File: config.mk
export PLATFORM = sky130hd
export DESIGN_NAME = uart_tx
export DESIGN_NICKNAME = d
export VERILOG_FILES = /design/src/rtl/uart_tx.sv
export SDC_FILE = /design/constraint.sdc
export NUM_CORES = 1
export LEC_CHECK = 0
export BUFFER_PORTS_ARGS = -buffer_cell sky130_fd_sc_hd__buf_2
export CAP_MARGIN = 20
export CELL_PAD_IN_SITES_DETAIL_PLACEMENT = 0
export CELL_PAD_IN_SITES_GLOBAL_PLACEMENT = 1
export CORE_MARGIN = 2
export CORE_UTILIZATION = 40
export DETAILED_ROUTE_END_ITERATION = 10
export PLACE_DENSITY_LB_ADDON = 0.1
export SKIP_LAST_GASP = 1
export SLEW_MARGIN = 40
export SYNTH_ARGS = -nofsm -noshare
export SYNTH_HDL_FRONTEND = slang
export SYNTH_SLANG_ARGS = --single-unit
File: constraint.sdc
create_clock -name clk -period 2.7 [get_ports clk]
set_clock_uncertainty 0.2 [all_clocks]
set_input_delay 0.54 -clock clk [delete_from_list [all_inputs] [get_ports clk]]
set_output_delay 0.54 -clock clk [all_outputs]
set_load 0.05 [all_outputs]
File: src/rtl/uart_tx.sv
// uart_tx: 8-bit serial transmitter with an internal baud divider.
//
// Frame: one start bit (0), eight data bits LSB first, an optional even
// parity bit, and one stop bit (1). Every bit lasts CLKS_PER_BIT clocks.
// The divider restarts when a byte is accepted, so bit periods line up
// with the start of each frame.
//
// Optional feature macro: UART_TX_PARITY_EN
//   When defined, an even-parity bit (XOR of the data byte) is sent
//   between the last data bit and the stop bit, giving an 11-bit frame.
//   When undefined, the frame is 10 bits (8N1).
//
// Parameters
//   CLKS_PER_BIT  clk cycles per serial bit, 2..65535 (868 = 115200 baud @ 100 MHz)
//
// Ports
//   clk      input   system clock, rising edge
//   reset    input   synchronous active-high reset
//   i_data   input   byte to send, captured only when a send is accepted
//   i_send   input   transmit request, level sampled
//   o_ready  output  high while idle and able to accept a byte
//   o_tx     output  serial line, idles high, driven from a register
module uart_tx #(
  parameter int unsigned CLKS_PER_BIT = 868
) (
  input  logic       clk,
  input  logic       reset,
  input  logic [7:0] i_data,
  input  logic       i_send,
  output logic       o_ready,
  output logic       o_tx
);

  typedef enum logic [2:0] {
    IDLE,
    START,
    DATA,
`ifdef UART_TX_PARITY_EN
    PARITY,
`endif
    STOP
  } state_t;

  localparam logic [15:0] LAST_CNT = 16'(CLKS_PER_BIT - 1);

  state_t      r_state;
  state_t      w_stateNext;
  logic [15:0] r_baudCnt;
  logic [15:0] w_baudCntNext;
  logic [2:0]  r_bitIdx;
  logic [2:0]  w_bitIdxNext;
  logic [7:0]  r_shift;
  logic [7:0]  w_shiftNext;
  logic        r_tx;
  logic        w_txNext;
  logic        w_bitTick;
`ifdef UART_TX_PARITY_EN
  logic        r_parity;
  logic        w_parityNext;
`endif

  // The last count of the divider marks the end of the current bit period.
  assign w_bitTick = (r_baudCnt == LAST_CNT);

  assign o_ready = (r_state == IDLE);
  assign o_tx    = r_tx;

  // State register. Reset wins over everything, which also makes a send
  // presented on a reset edge get dropped and aborts any frame in flight.
  always_ff @(posedge clk) begin
    if (reset) begin
      r_state   <= IDLE;
      r_baudCnt <= 16'd0;
      r_bitIdx  <= 3'd0;
      r_shift   <= 8'd0;
      r_tx      <= 1'b1;
`ifdef UART_TX_PARITY_EN
      r_parity  <= 1'b0;
`endif
    end else begin
      r_state   <= w_stateNext;
      r_baudCnt <= w_baudCntNext;
      r_bitIdx  <= w_bitIdxNext;
      r_shift   <= w_shiftNext;
      r_tx      <= w_txNext;
`ifdef UART_TX_PARITY_EN
      r_parity  <= w_parityNext;
`endif
    end
  end

  // Next-state logic. The serial line value is computed one cycle ahead
  // so that it comes straight out of r_tx on the edge the bit begins;
  // that is why each transition loads the level of the bit being entered.
  // The shift register always presents the current data bit in bit 0,
  // so the next data bit is read from bit 1 before shifting.
  always_comb begin
    w_stateNext   = r_state;
    w_baudCntNext = w_bitTick ? 16'd0 : (r_baudCnt + 16'd1);
    w_bitIdxNext  = r_bitIdx;
    w_shiftNext   = r_shift;
    w_txNext      = r_tx;
`ifdef UART_TX_PARITY_EN
    w_parityNext  = r_parity;
`endif

    unique case (r_state)
      IDLE: begin
        w_baudCntNext = 16'd0;
        w_txNext      = 1'b1;
        if (i_send) begin
          w_stateNext  = START;
          w_txNext     = 1'b0;
          w_shiftNext  = i_data;
          w_bitIdxNext = 3'd0;
`ifdef UART_TX_PARITY_EN
          w_parityNext = ^i_data;
`endif
        end
      end

      START: begin
        if (w_bitTick) begin
          w_stateNext = DATA;
          w_txNext    = r_shift[0];
        end
      end

      DATA: begin
        if (w_bitTick) begin
          if (r_bitIdx == 3'd7) begin
`ifdef UART_TX_PARITY_EN
            w_stateNext = PARITY;
            w_txNext    = r_parity;
`else
            w_stateNext = STOP;
            w_txNext    = 1'b1;
`endif
          end else begin
            w_bitIdxNext = r_bitIdx + 3'd1;
            w_shiftNext  = {1'b0, r_shift[7:1]};
            w_txNext     = r_shift[1];
          end
        end
      end

`ifdef UART_TX_PARITY_EN
      PARITY: begin
        if (w_bitTick) begin
          w_stateNext = STOP;
          w_txNext    = 1'b1;
        end
      end
`endif

      STOP: begin
        if (w_bitTick) begin
          w_stateNext = IDLE;
          w_txNext    = 1'b1;
        end
      end

      default: begin
        w_stateNext = IDLE;
        w_txNext    = 1'b1;
      end
    endcase
  end

endmodule

==> results of run 1 <==
[synth_stat cells, drive strengths merged]
library cell | count | area (sq um)
ha | 8 | 100
dfxtp | 30 | 601
nor2b | 2 | 12.5
nor2 | 20 | 75.1
or3b | 1 | 8.76
a2bb2oi | 1 | 8.76
o211ai | 1 | 7.51
a211o | 1 | 8.76
xnor2 | 13 | 114
o41ai | 1 | 27.5
xor2 | 1 | 8.76
buf | 3 | 21.3
o21ai | 6 | 30.0
clkbuf | 8 | 30.0
or4 | 2 | 22.5
nand2 | 4 | 15.0
nand4 | 8 | 50.1
nor3 | 6 | 30.0
o311ai | 1 | 8.76
inv | 9 | 33.8
nand3 | 6 | 30.0
o41a | 2 | 22.5
a211oi | 1 | 20.0
mux2i | 8 | 80.1
a2111oi | 1 | 8.76
or3 | 2 | 12.5
nand4b | 3 | 26.3
nand3b | 1 | 7.51
a311oi | 7 | 61.3
nor4 | 6 | 52.6
a21oi | 12 | 60.1
[logic make-up after synthesis]
group                    Yosys count  synth area share [%]
AO/OA/AOI/OAI                     34                  16.5
XOR/XNOR                          14                  7.69
adder cells (fa/ha/maj)            8                  6.27
buffers and inverters             20                  5.33
flip-flops                        30                  37.6
multiplexers                       8                  5.02
AND/OR/NAND/NOR                   61                  21.5
[layer usage]
layer,up-vias,part of all wire (%),GRT usage (%)
met2,28,45,29.7
met5,-,0,0
met3,5,4.0,5.50
met1,621,49,23.1
li1,663,-,-
met4,0,1.2,6.89
[sequential cells by signal (all words and copies together), names as in the netlist]
signal	flops
r_baudCnt	16
r_shift	8
r_bitIdx	3
r_state	2
o_tx	1
[worst paths after layout]
kind / startpoint / endpoint / slack [ns] / cells after the start
max: r_state[0]$_SDFFE_PP0P_ / r_shift[6]$_SDFFE_PP0P_ / 0.35 / 7
min: r_baudCnt[0]$_SDFF_PP0_ / r_baudCnt[0]$_SDFF_PP0_ / 0.27 / 1
max reg2reg: r_state[0]$_SDFFE_PP0P_ / r_shift[6]$_SDFFE_PP0P_ / 0.35 / 7
min reg2reg: r_baudCnt[0]$_SDFF_PP0_ / r_baudCnt[0]$_SDFF_PP0_ / 0.27 / 1
[final cells by class]
type                            count  share of cell area (%)
Inverter                            9                    1.90
Clock inverter                      1                   0.281
Multi-Input combinational cell    125                    51.2
Clock buffer                        7                    4.86
Sequential cell                    30                    33.8
Tap cell                           48                    3.38
Timing Repair Buffer               15                    4.64
[power breakdown]
group	internal, mW	leakage (nW)	switching, mW
Combinational	0.247	0.283	0.406
Sequential	0.514	0.244	0.0490
Clock	0.205	0.0482	0.169
Total	0.966	0.576	0.624
==> results.txt, run 1 <==
Routed WL -> 3460 um
Post-Syn Area -> 0.00160 sq mm
Die width -> 67.2 um
Crit path time final -> 2.35 ns
Total GRT Usage -> 18.4%
Max-slew violations -> 0
Most frequent cells in the layout -> dfxtp_1 (30), nor2_1 (20), xnor2_1 (13), a21oi_1 (12), buf_2 (12)
Post-CTS Resized -> 0
Num CTS Buffers -> 5
Die height -> 67.2 um
Antenna violations before repair -> 0
Data arrival, critical path -> 2.34 ns
Via Count -> 1317
CP max FO -> 17
Final Non-Filler Cells -> 235
Net count, final -> 205
DR iter-0 viols -> 55
Register area share after synthesis -> 37.6%
Worst Path Required -> 2.68 ns
Cell count after synthesis -> 175
Sequential cell area -> 601 sq um
CTS tree -> done
Setup bufs post-CTS -> 0
Max Cap Viol -> 0
Ratio of final minimum period to clock period -> 87.1%
Initial Util -> 42.6%
Outcome -> complete, no violations
# placed instances -> 227
CP Capture Type -> flip-flop
Static Leak -> 0.576 nW
Smallest hold slack -> 0.268 ns
Total number of yosys warnings -> 0
Post-synthesis cell type count -> 34
Filler instances -> 378
Grt ovf -> 0
Clock Sinks -> 30
Clock transition at path regs -> 0.06 ns
Buf/Inv on CP -> 2
Drc violations -> 0
CP max stage delay -> 0.60 ns
Tot Pwr -> 1.59 mW
Placed Area -> 0.00169 sq mm
Pin count of the biggest net entering global routing -> 18
GPL Wtd Cong -> 0.730
Final worst setup slack -> 0.349 ns
Clock buffer depth -> 2
H-tree levels -> 2
Root Buffer -> clkbuf_8
WL/cell -> 14.7 um
Syn_nets -> 194
VDD IR max -> 0.354 mV
Finished Cell Area -> 0.00178 sq mm
Post-DP HPWL -> 2420 um
Vias in the first global route -> 1379
Slowest stage cell, crit path -> a211oi_4
Diode count -> 0
Share of cells above drive strength 1 -> 15.0%
RSZ-0062 raised after global routing -> no
CP delay by family, top -> compound AO/OA/AOI/OAI gates
Buffers on Ports -> 12
Placement Setup Slack -> 0.366 ns
Worst-Skew Late Latency -> 0.28 ns
Core Area -> 0.00374 sq mm
Power Density -> 894 mW/mm^2
#FFs+latches synth -> 30
Vias per inst -> 5.60
Hold Fails Final Rpt -> 0
Post-route ant nets -> 0
Setup_tns -> 0 ns
Crit path cell chain -> inv_1, ha_1, buf_4, nor2_1, a211oi_4, a21oi_1, a311oi_1
First-pass GRT wire length -> 6240 um
WS Path Type -> reg2reg
Worst-Margin Slew -> 0.725 ns
Rows -> 22
Max-slew headroom -> 51.5%
Area growth, synth to finish -> 11.5%
Pre-antenna DRT Iters -> 4
Die ar. -> 0.00451 sq mm
Peak Freq -> 0.425 GHz
I/O Pins -> 13
Post-CTS Hold Buffers -> 0
Commonest non-fill, non-tap cell in the layout -> dfxtp_1
Layout Utilization -> 47.5%
# setup viols final -> 0
Startpoint types -> flip-flop
Syn Area/Cell -> 9.12 sq um
Area of the multi-input gates -> 910 sq um
Min-delay worst type -> reg2reg
No activity file was read; power rests on OpenSTA's default activity.
==> inputs of run 2 (changes only) <==
--- a/config.mk
+++ b/config.mk
@@ -10,7 +10,7 @@
 export CELL_PAD_IN_SITES_DETAIL_PLACEMENT = 0
 export CELL_PAD_IN_SITES_GLOBAL_PLACEMENT = 1
 export CORE_MARGIN = 2
-export CORE_UTILIZATION = 40
+export CORE_UTILIZATION = 45
 export DETAILED_ROUTE_END_ITERATION = 10
 export PLACE_DENSITY_LB_ADDON = 0.1
 export SKIP_LAST_GASP = 1
==> run 2 against run 1 <==
Sequential power is essentially flat. Clock power shrank 26%. Non-clock buffer count shrank 1. Flip-flop and latch count is the same. Largest power group unchanged. Critical path type unchanged.
==> results.txt, run 2 (synthesis gave the netlist of run 1 again) <==
Share of cells above drive strength 1 -> 14.5% (was 15.0%)
Pre-antenna DRT Iters -> 4 (unchanged)
CTS tree -> done (unchanged)
Antenna violations before repair -> 0 (unchanged)
Peak Freq -> 0.421 GHz (was 0.425 GHz)
WS Path Type -> reg2reg (unchanged)
First-pass GRT wire length -> 5760 um (was 6240 um)
H-tree levels -> 2 (unchanged)
Via Count -> 1311 (was 1317)
Outcome -> complete, no violations (unchanged)
Ratio of final minimum period to clock period -> 88.0% (was 87.1%)
Power Density -> 849 mW/mm^2 (was 894 mW/mm^2)
Total GRT Usage -> 18.1% (was 18.4%)
Diode count -> 0 (unchanged)
Post-DP HPWL -> 2450 um (was 2420 um)
# setup viols final -> 0 (unchanged)
I/O Pins -> 13 (unchanged)
Placement Setup Slack -> 0.313 ns (was 0.366 ns)
Layout Utilization -> 51.6% (was 47.5%)
Rows -> 21 (was 22)
Static Leak -> 0.558 nW (was 0.576 nW)
Initial Util -> 47.4% (was 42.6%)
Pin count of the biggest net entering global routing -> 19 (was 18)
Setup bufs post-CTS -> 0 (unchanged)
Max Cap Viol -> 0 (unchanged)
DR iter-0 viols -> 118 (was 55)
VDD IR max -> 0.593 mV (was 0.354 mV)
Grt ovf -> 0 (unchanged)
Max-slew violations -> 0 (unchanged)
CP Capture Type -> flip-flop (unchanged)
Root Buffer -> clkbuf_4 (was clkbuf_8)
Post-CTS Resized -> 0 (unchanged)
Max reg flops -> 16 (unchanged)
Setup_tns -> 0 ns (unchanged)
Area of the multi-input gates -> 910 sq um (unchanged)
Hold Fails Final Rpt -> 0 (unchanged)
RSZ-0062 raised after global routing -> no (unchanged)
Post-CTS Hold Buffers -> 0 (unchanged)
Top Registers -> r_baudCnt: 16 flops, r_shift: 8 flops, r_bitIdx: 3 flops (unchanged)
GPL Wtd Cong -> 0.908 (was 0.730)
Clock Sinks -> 30 (unchanged)
Clock transition at path regs -> 0.09 ns (was 0.06 ns)
Net count, final -> 204 (was 205)
Area growth, synth to finish -> 8.86% (was 11.5%)
Crit path time final -> 2.38 ns (was 2.35 ns)
WL/cell -> 14.2 um (was 14.7 um)
Final worst setup slack -> 0.324 ns (was 0.349 ns)
Filler instances -> 350 (was 378)
Core Area -> 0.00336 sq mm (was 0.00374 sq mm)
Vias per inst -> 5.65 (was 5.60)
Data arrival, critical path -> 2.37 ns (was 2.34 ns)
Die ar. -> 0.00404 sq mm (was 0.00451 sq mm)
Startpoint types -> flip-flop (unchanged)
Routed WL -> 3300 um (was 3460 um)
Worst-Skew Late Latency -> 0.32 ns (was 0.28 ns)
Worst-Margin Slew -> 0.671 ns (was 0.725 ns)
Most frequent cells in the layout -> dfxtp_1 (30), nor2_1 (20), xnor2_1 (13), a21oi_1 (12), buf_2 (12) (unchanged)
Die height -> 63.5 um (was 67.2 um)
Die width -> 63.5 um (was 67.2 um)
Num CTS Buffers -> 5 (unchanged)
Buffers on Ports -> 12 (unchanged)
Worst Path Required -> 2.70 ns (was 2.68 ns)
Commonest non-fill, non-tap cell in the layout -> dfxtp_1 (unchanged)
Largest Register -> r_baudCnt (unchanged)
Min-delay worst type -> reg2reg (unchanged)
CP max FO -> 16 (was 17)
Sequential cell area -> 601 sq um (unchanged)
Max-slew headroom -> 55.1% (was 51.5%)
Clock buffer depth -> 2 (unchanged)
Post-route ant nets -> 0 (unchanged)
Drc violations -> 0 (unchanged)
Vias in the first global route -> 1288 (was 1379)
==> run 2: changes by cell type in the layout (fill, tap and decap cells not counted), sizes merged <==
cell | previous run | this run
buf | 15 | 14
==> run 2: path summary, 6_finish.rpt <==
kind	start	to	slack [ns]	cells past startpoint
worst max-delay path	r_baudCnt[12]$_SDFF_PP0_	r_baudCnt[2]$_SDFF_PP0_	0.32	4
worst min-delay path	r_baudCnt[0]$_SDFF_PP0_	r_baudCnt[0]$_SDFF_PP0_	0.28	1
worst max register to register	r_baudCnt[12]$_SDFF_PP0_	r_baudCnt[2]$_SDFF_PP0_	0.32	4
worst min register to register	r_baudCnt[0]$_SDFF_PP0_	r_baudCnt[0]$_SDFF_PP0_	0.28	1
==> run 2: area by class of cell <==
cell class                      instances  area share [%]
Tap cell                               46            3.31
Clock inverter                          1           0.288
Clock buffer                            7            3.17
Timing Repair Buffer                   14            4.32
Inverter                                9            1.95
Multi-Input combinational cell        125            52.4
Sequential cell                        30            34.6
==> run 2: power breakdown <==
part / internal (mW) / switching, mW
clock network: 0.126 / 0.151
registers: 0.513 / 0.0509
logic: 0.240 / 0.394
==> run 2: layer usage <==
metal / global-route usage [%] / share of wire (%) / vias to the layer above / wire length [um]
met4: 7.34 / 1.2 / 0 / 40
met1: 21.1 / 44 / 620 / 1460
met2: 31.7 / 51 / 24 / 1690
met5: 0 / 0 / - / 0
li1: - / - / 662 / -
met3: 4.29 / 3.3 / 5 / 110
==> run 2: critical path, cell delays in order, from the launching register on <==
cell,delay (ns)
dfxtp_1,0.37
or4_4,0.61
nor4_4,0.43
or3_1,0.51
nor2_1,0.13
==> run 2: stage by stage <==
stage / area (sq um) / hold WS, ns / cells / total power [mW]
finish: 1740 / 0.282 / 232 / 1.47
global route: 1740 / 0.314 / 232 / 1.58
CTS: 1740 / 0.291 / 232 / 1.49
detailed placement: 1680 / 0.268 / 224 / 1.20
global placement: 1680 / 0.249 / 224 / 1.19
floorplan: 1600 / 0.230 / 175 / 1.09
==> inputs of run 3 (changes only) <==
--- a/config.mk
+++ b/config.mk
@@ -7,12 +7,10 @@
 export LEC_CHECK = 0
 export BUFFER_PORTS_ARGS = -buffer_cell sky130_fd_sc_hd__buf_2
 export CAP_MARGIN = 20
-export CELL_PAD_IN_SITES_DETAIL_PLACEMENT = 0
-export CELL_PAD_IN_SITES_GLOBAL_PLACEMENT = 1
 export CORE_MARGIN = 2
-export CORE_UTILIZATION = 45
+export CORE_UTILIZATION = 58
 export DETAILED_ROUTE_END_ITERATION = 10
-export PLACE_DENSITY_LB_ADDON = 0.1
+export PLACE_DENSITY = 0.78
 export SKIP_LAST_GASP = 1
 export SLEW_MARGIN = 40
 export SYNTH_ARGS = -nofsm -noshare
==> constraint.sdc (replaced) <==
create_clock -name clk -period 2.7 [get_ports clk]
set_clock_uncertainty 0.2 [all_clocks]
set_input_delay 0.135 -clock clk [delete_from_list [all_inputs] [get_ports clk]]
set_output_delay 0.135 -clock clk [all_outputs]
set_load 0.05 [all_outputs]
==> run 3 against run 2 <==
Total power is 4.5% higher. Global-route usage is 7.2 points higher. Critical endpoint is now r_shift[7]$_SDFFE_PP0P_. Setup slack worse by 0.26 ns. Largest cell class unchanged. Final cell count shrank 1.3%. Register-to-register slack got worse by 0.26 ns.
==> results.txt, run 3 (synthesis gave the netlist of run 1 again) <==
Clock Sinks -> 30 (unchanged)
Static Leak -> 0.606 nW (was 0.558 nW)
Core Area -> 0.00269 sq mm (was 0.00336 sq mm)
Startpoint types -> flip-flop (unchanged)
R2R Setup Slk -> 0.07 ns (was 0.32 ns)
First-pass GRT wire length -> 6330 um (was 5760 um)
Rows -> 19 (was 21)
Post-DP HPWL -> 2370 um (was 2450 um)
GPL Wtd Cong -> 0.936 (was 0.908)
Reg-to-Reg End -> r_shift[7]$_SDFFE_PP0P_ (was r_baudCnt[2]$_SDFF_PP0_)
VDD IR max -> 0.861 mV (was 0.593 mV)
Final Non-Filler Cells -> 229 (was 232)
R2R Path Start -> r_baudCnt[1]$_SDFF_PP0_ (was r_baudCnt[12]$_SDFF_PP0_)
Setup_tns -> 0 ns (unchanged)
CP startpoint -> r_baudCnt[1]$_SDFF_PP0_ (was r_baudCnt[12]$_SDFF_PP0_)
Worst-Margin Slew -> 0.703 ns (was 0.671 ns)
I/O Pins -> 13 (unchanged)
Largest Register -> r_baudCnt (unchanged)
RSZ-0062 raised after global routing -> no (unchanged)
Most frequent cells in the layout -> dfxtp_1 (28), nor2_1 (20), xnor2_1 (13), a21oi_1 (12), buf_2 (12) (was dfxtp_1 (30), nor2_1 (20), xnor2_1 (13), a21oi_1 (12), buf_2 (12))
Worst Path Required -> 2.72 ns (was 2.70 ns)
Pin count of the biggest net entering global routing -> 18 (was 19)
Setup bufs post-CTS -> 0 (unchanged)
# placed instances -> 210 (was 224)
Crit path time final -> 2.63 ns (was 2.38 ns)
Grt ovf -> 0 (unchanged)
Share of cells above drive strength 1 -> 16.2% (was 14.5%)
CTS tree -> done (unchanged)
Top Registers -> r_baudCnt: 16 flops, r_shift: 8 flops, r_bitIdx: 3 flops (unchanged)
Die ar. -> 0.00319 sq mm (was 0.00404 sq mm)
CP max FO -> 5 (was 16)
Peak Freq -> 0.380 GHz (was 0.421 GHz)
Worst-Skew Late Latency -> 0.34 ns (was 0.32 ns)
CP endpoint -> r_shift[7]$_SDFFE_PP0P_ (was r_baudCnt[2]$_SDFF_PP0_)
WL/cell -> 15.7 um (was 14.2 um)
Hold Fails Final Rpt -> 0 (unchanged)
Finished Cell Area -> 0.00185 sq mm (was 0.00174 sq mm)
Commonest non-fill, non-tap cell in the layout -> dfxtp_1 (unchanged)
Buffers on Ports -> 12 (unchanged)
Antenna violations before repair -> 0 (unchanged)
CP max stage delay -> 0.58 ns (was 0.61 ns)
Max-slew violations -> 0 (unchanged)
Outcome -> complete, no violations (unchanged)
Ratio of final minimum period to clock period -> 97.5% (was 88.0%)
Clock transition at path regs -> 0.10 ns (was 0.09 ns)
Routed WL -> 3590 um (was 3300 um)
Via Count -> 1402 (was 1311)
H-tree levels -> 2 (unchanged)
Drc violations -> 0 (unchanged)
Placed Area -> 0.00167 sq mm (was 0.00168 sq mm)
Vias per inst -> 6.12 (was 5.65)
Diode count -> 0 (unchanged)
Clock buffer depth -> 2 (unchanged)
Smallest hold slack -> 0.174 ns (was 0.282 ns)
Net count, final -> 216 (was 204)
Die width -> 56.4 um (was 63.5 um)
CP Capture Type -> flip-flop (unchanged)
Worst R2R Path Depth -> 6 (was 4)
Max Cap Viol -> 0 (unchanged)
Die height -> 56.4 um (was 63.5 um)
Vias in the first global route -> 1395 (was 1288)
Post-route ant nets -> 0 (unchanged)
Pre-antenna DRT Iters -> 4 (unchanged)
Initial Util -> 59.4% (was 47.4%)
Num CTS Buffers -> 5 (unchanged)
Total GRT Usage -> 25.4% (was 18.1%)
Root Buffer -> clkbuf_4 (unchanged)
Power Density -> 831 mW/mm^2 (was 849 mW/mm^2)
Data arrival, critical path -> 2.65 ns (was 2.37 ns)
DR iter-0 viols -> 50 (was 118)
Area growth, synth to finish -> 16.2% (was 8.86%)
Max reg flops -> 16 (unchanged)
Min-delay worst type -> in2reg (was reg2reg)
Crit path cell chain -> ha_4, or3b_2, o41a_1, o21ai_1, a21oi_1, dlygate4sd3_1 (was or4_4, nor4_4, or3_1, nor2_1)
WS Path Type -> reg2reg (unchanged)
# setup viols final -> 0 (unchanged)
Filler instances -> 232 (was 350)
Slowest stage cell, crit path -> dlygate4sd3_1 (was or4_4)
Max-slew headroom -> 53.0% (was 55.1%)
==> run 3: cell count changes in the layout (fill, tap and decap cells not counted), sizes merged <==
cell and change:
buf +1, dlygate4sd3 +11
==> run 3: stage by stage <==
stage                     setup WS, ns  power (mW)  util (%)
after floorplan                  0.423        1.09         -
after global routing           0.00118        1.64      69.0
after detailed placement         0.374        1.22      62.0
after CTS                       0.0200        1.52      68.3
after global placement           0.440        1.18      62.0
final                           0.0687        1.54      69.0
==> run 3: worst min-delay path by stage <==
| stage | from | to | slack, ns | depth (start not counted) |
|---|---|---|---|---|
| after floorplan | i_data[7] | r_shift[7]$_SDFFE_PP0P_ | 0.11 | 2 |
| after global placement | r_baudCnt[0]$_SDFF_PP0_ | r_baudCnt[0]$_SDFF_PP0_ | 0.25 | 1 |
| after detailed placement | i_data[7] | r_shift[7]$_SDFFE_PP0P_ | 0.26 | 3 |
| after CTS | i_send | r_state[1]$_SDFFE_PP0P_ | 0.17 | 5 |
| after global routing | i_send | r_state[1]$_SDFFE_PP0P_ | 0.27 | 5 |
| final | i_send | r_state[1]$_SDFFE_PP0P_ | 0.17 | 5 |
==> run 3: cell type report <==
| type | instances | area, sq um | area share (%) |
|---|---|---|---|
| Sequential cell | 30 | 603 | 32.5 |
| Multi-Input combinational cell | 125 | 925 | 49.9 |
| Clock inverter | 1 | 5.00 | 0.270 |
| Inverter | 9 | 33.8 | 1.82 |
| Tap cell | 31 | 38.8 | 2.09 |
| Timing Repair Buffer | 26 | 193 | 10.4 |
| Clock buffer | 7 | 55.1 | 2.97 |
==> run 3: worst max-delay path: cells and delay by family, from the launching register on <==
kind	cells	cell delay, ns
compound gates	3	0.64
fa+ha+maj	1	0.19
buf+inv	1	0.58
flops	1	0.41
simple gates	1	0.51
==> run 3: repair_timing <==
item | CTS | global route
setup endpoints to repair | 0 | 1
hold endpoints to repair | 11 | 0
gates resized for setup | 0 | 5
hold buffers | 11 | 0
==> run 3: metal layers <==
layer	vias to the layer above	wire length [um]	track usage [%]
met5	-	0	0
met4	0	78	12.2
met3	9	123	4.84
met2	34	1740	40.9
met1	676	1650	32.4
li1	683	-	-
==> run 3: where the power goes <==
group          internal [mW]  switching (mW)  total [mW]
logic                  0.269           0.415       0.684
clock network          0.126           0.161       0.287
registers              0.516          0.0530       0.569
total                  0.911           0.629        1.54
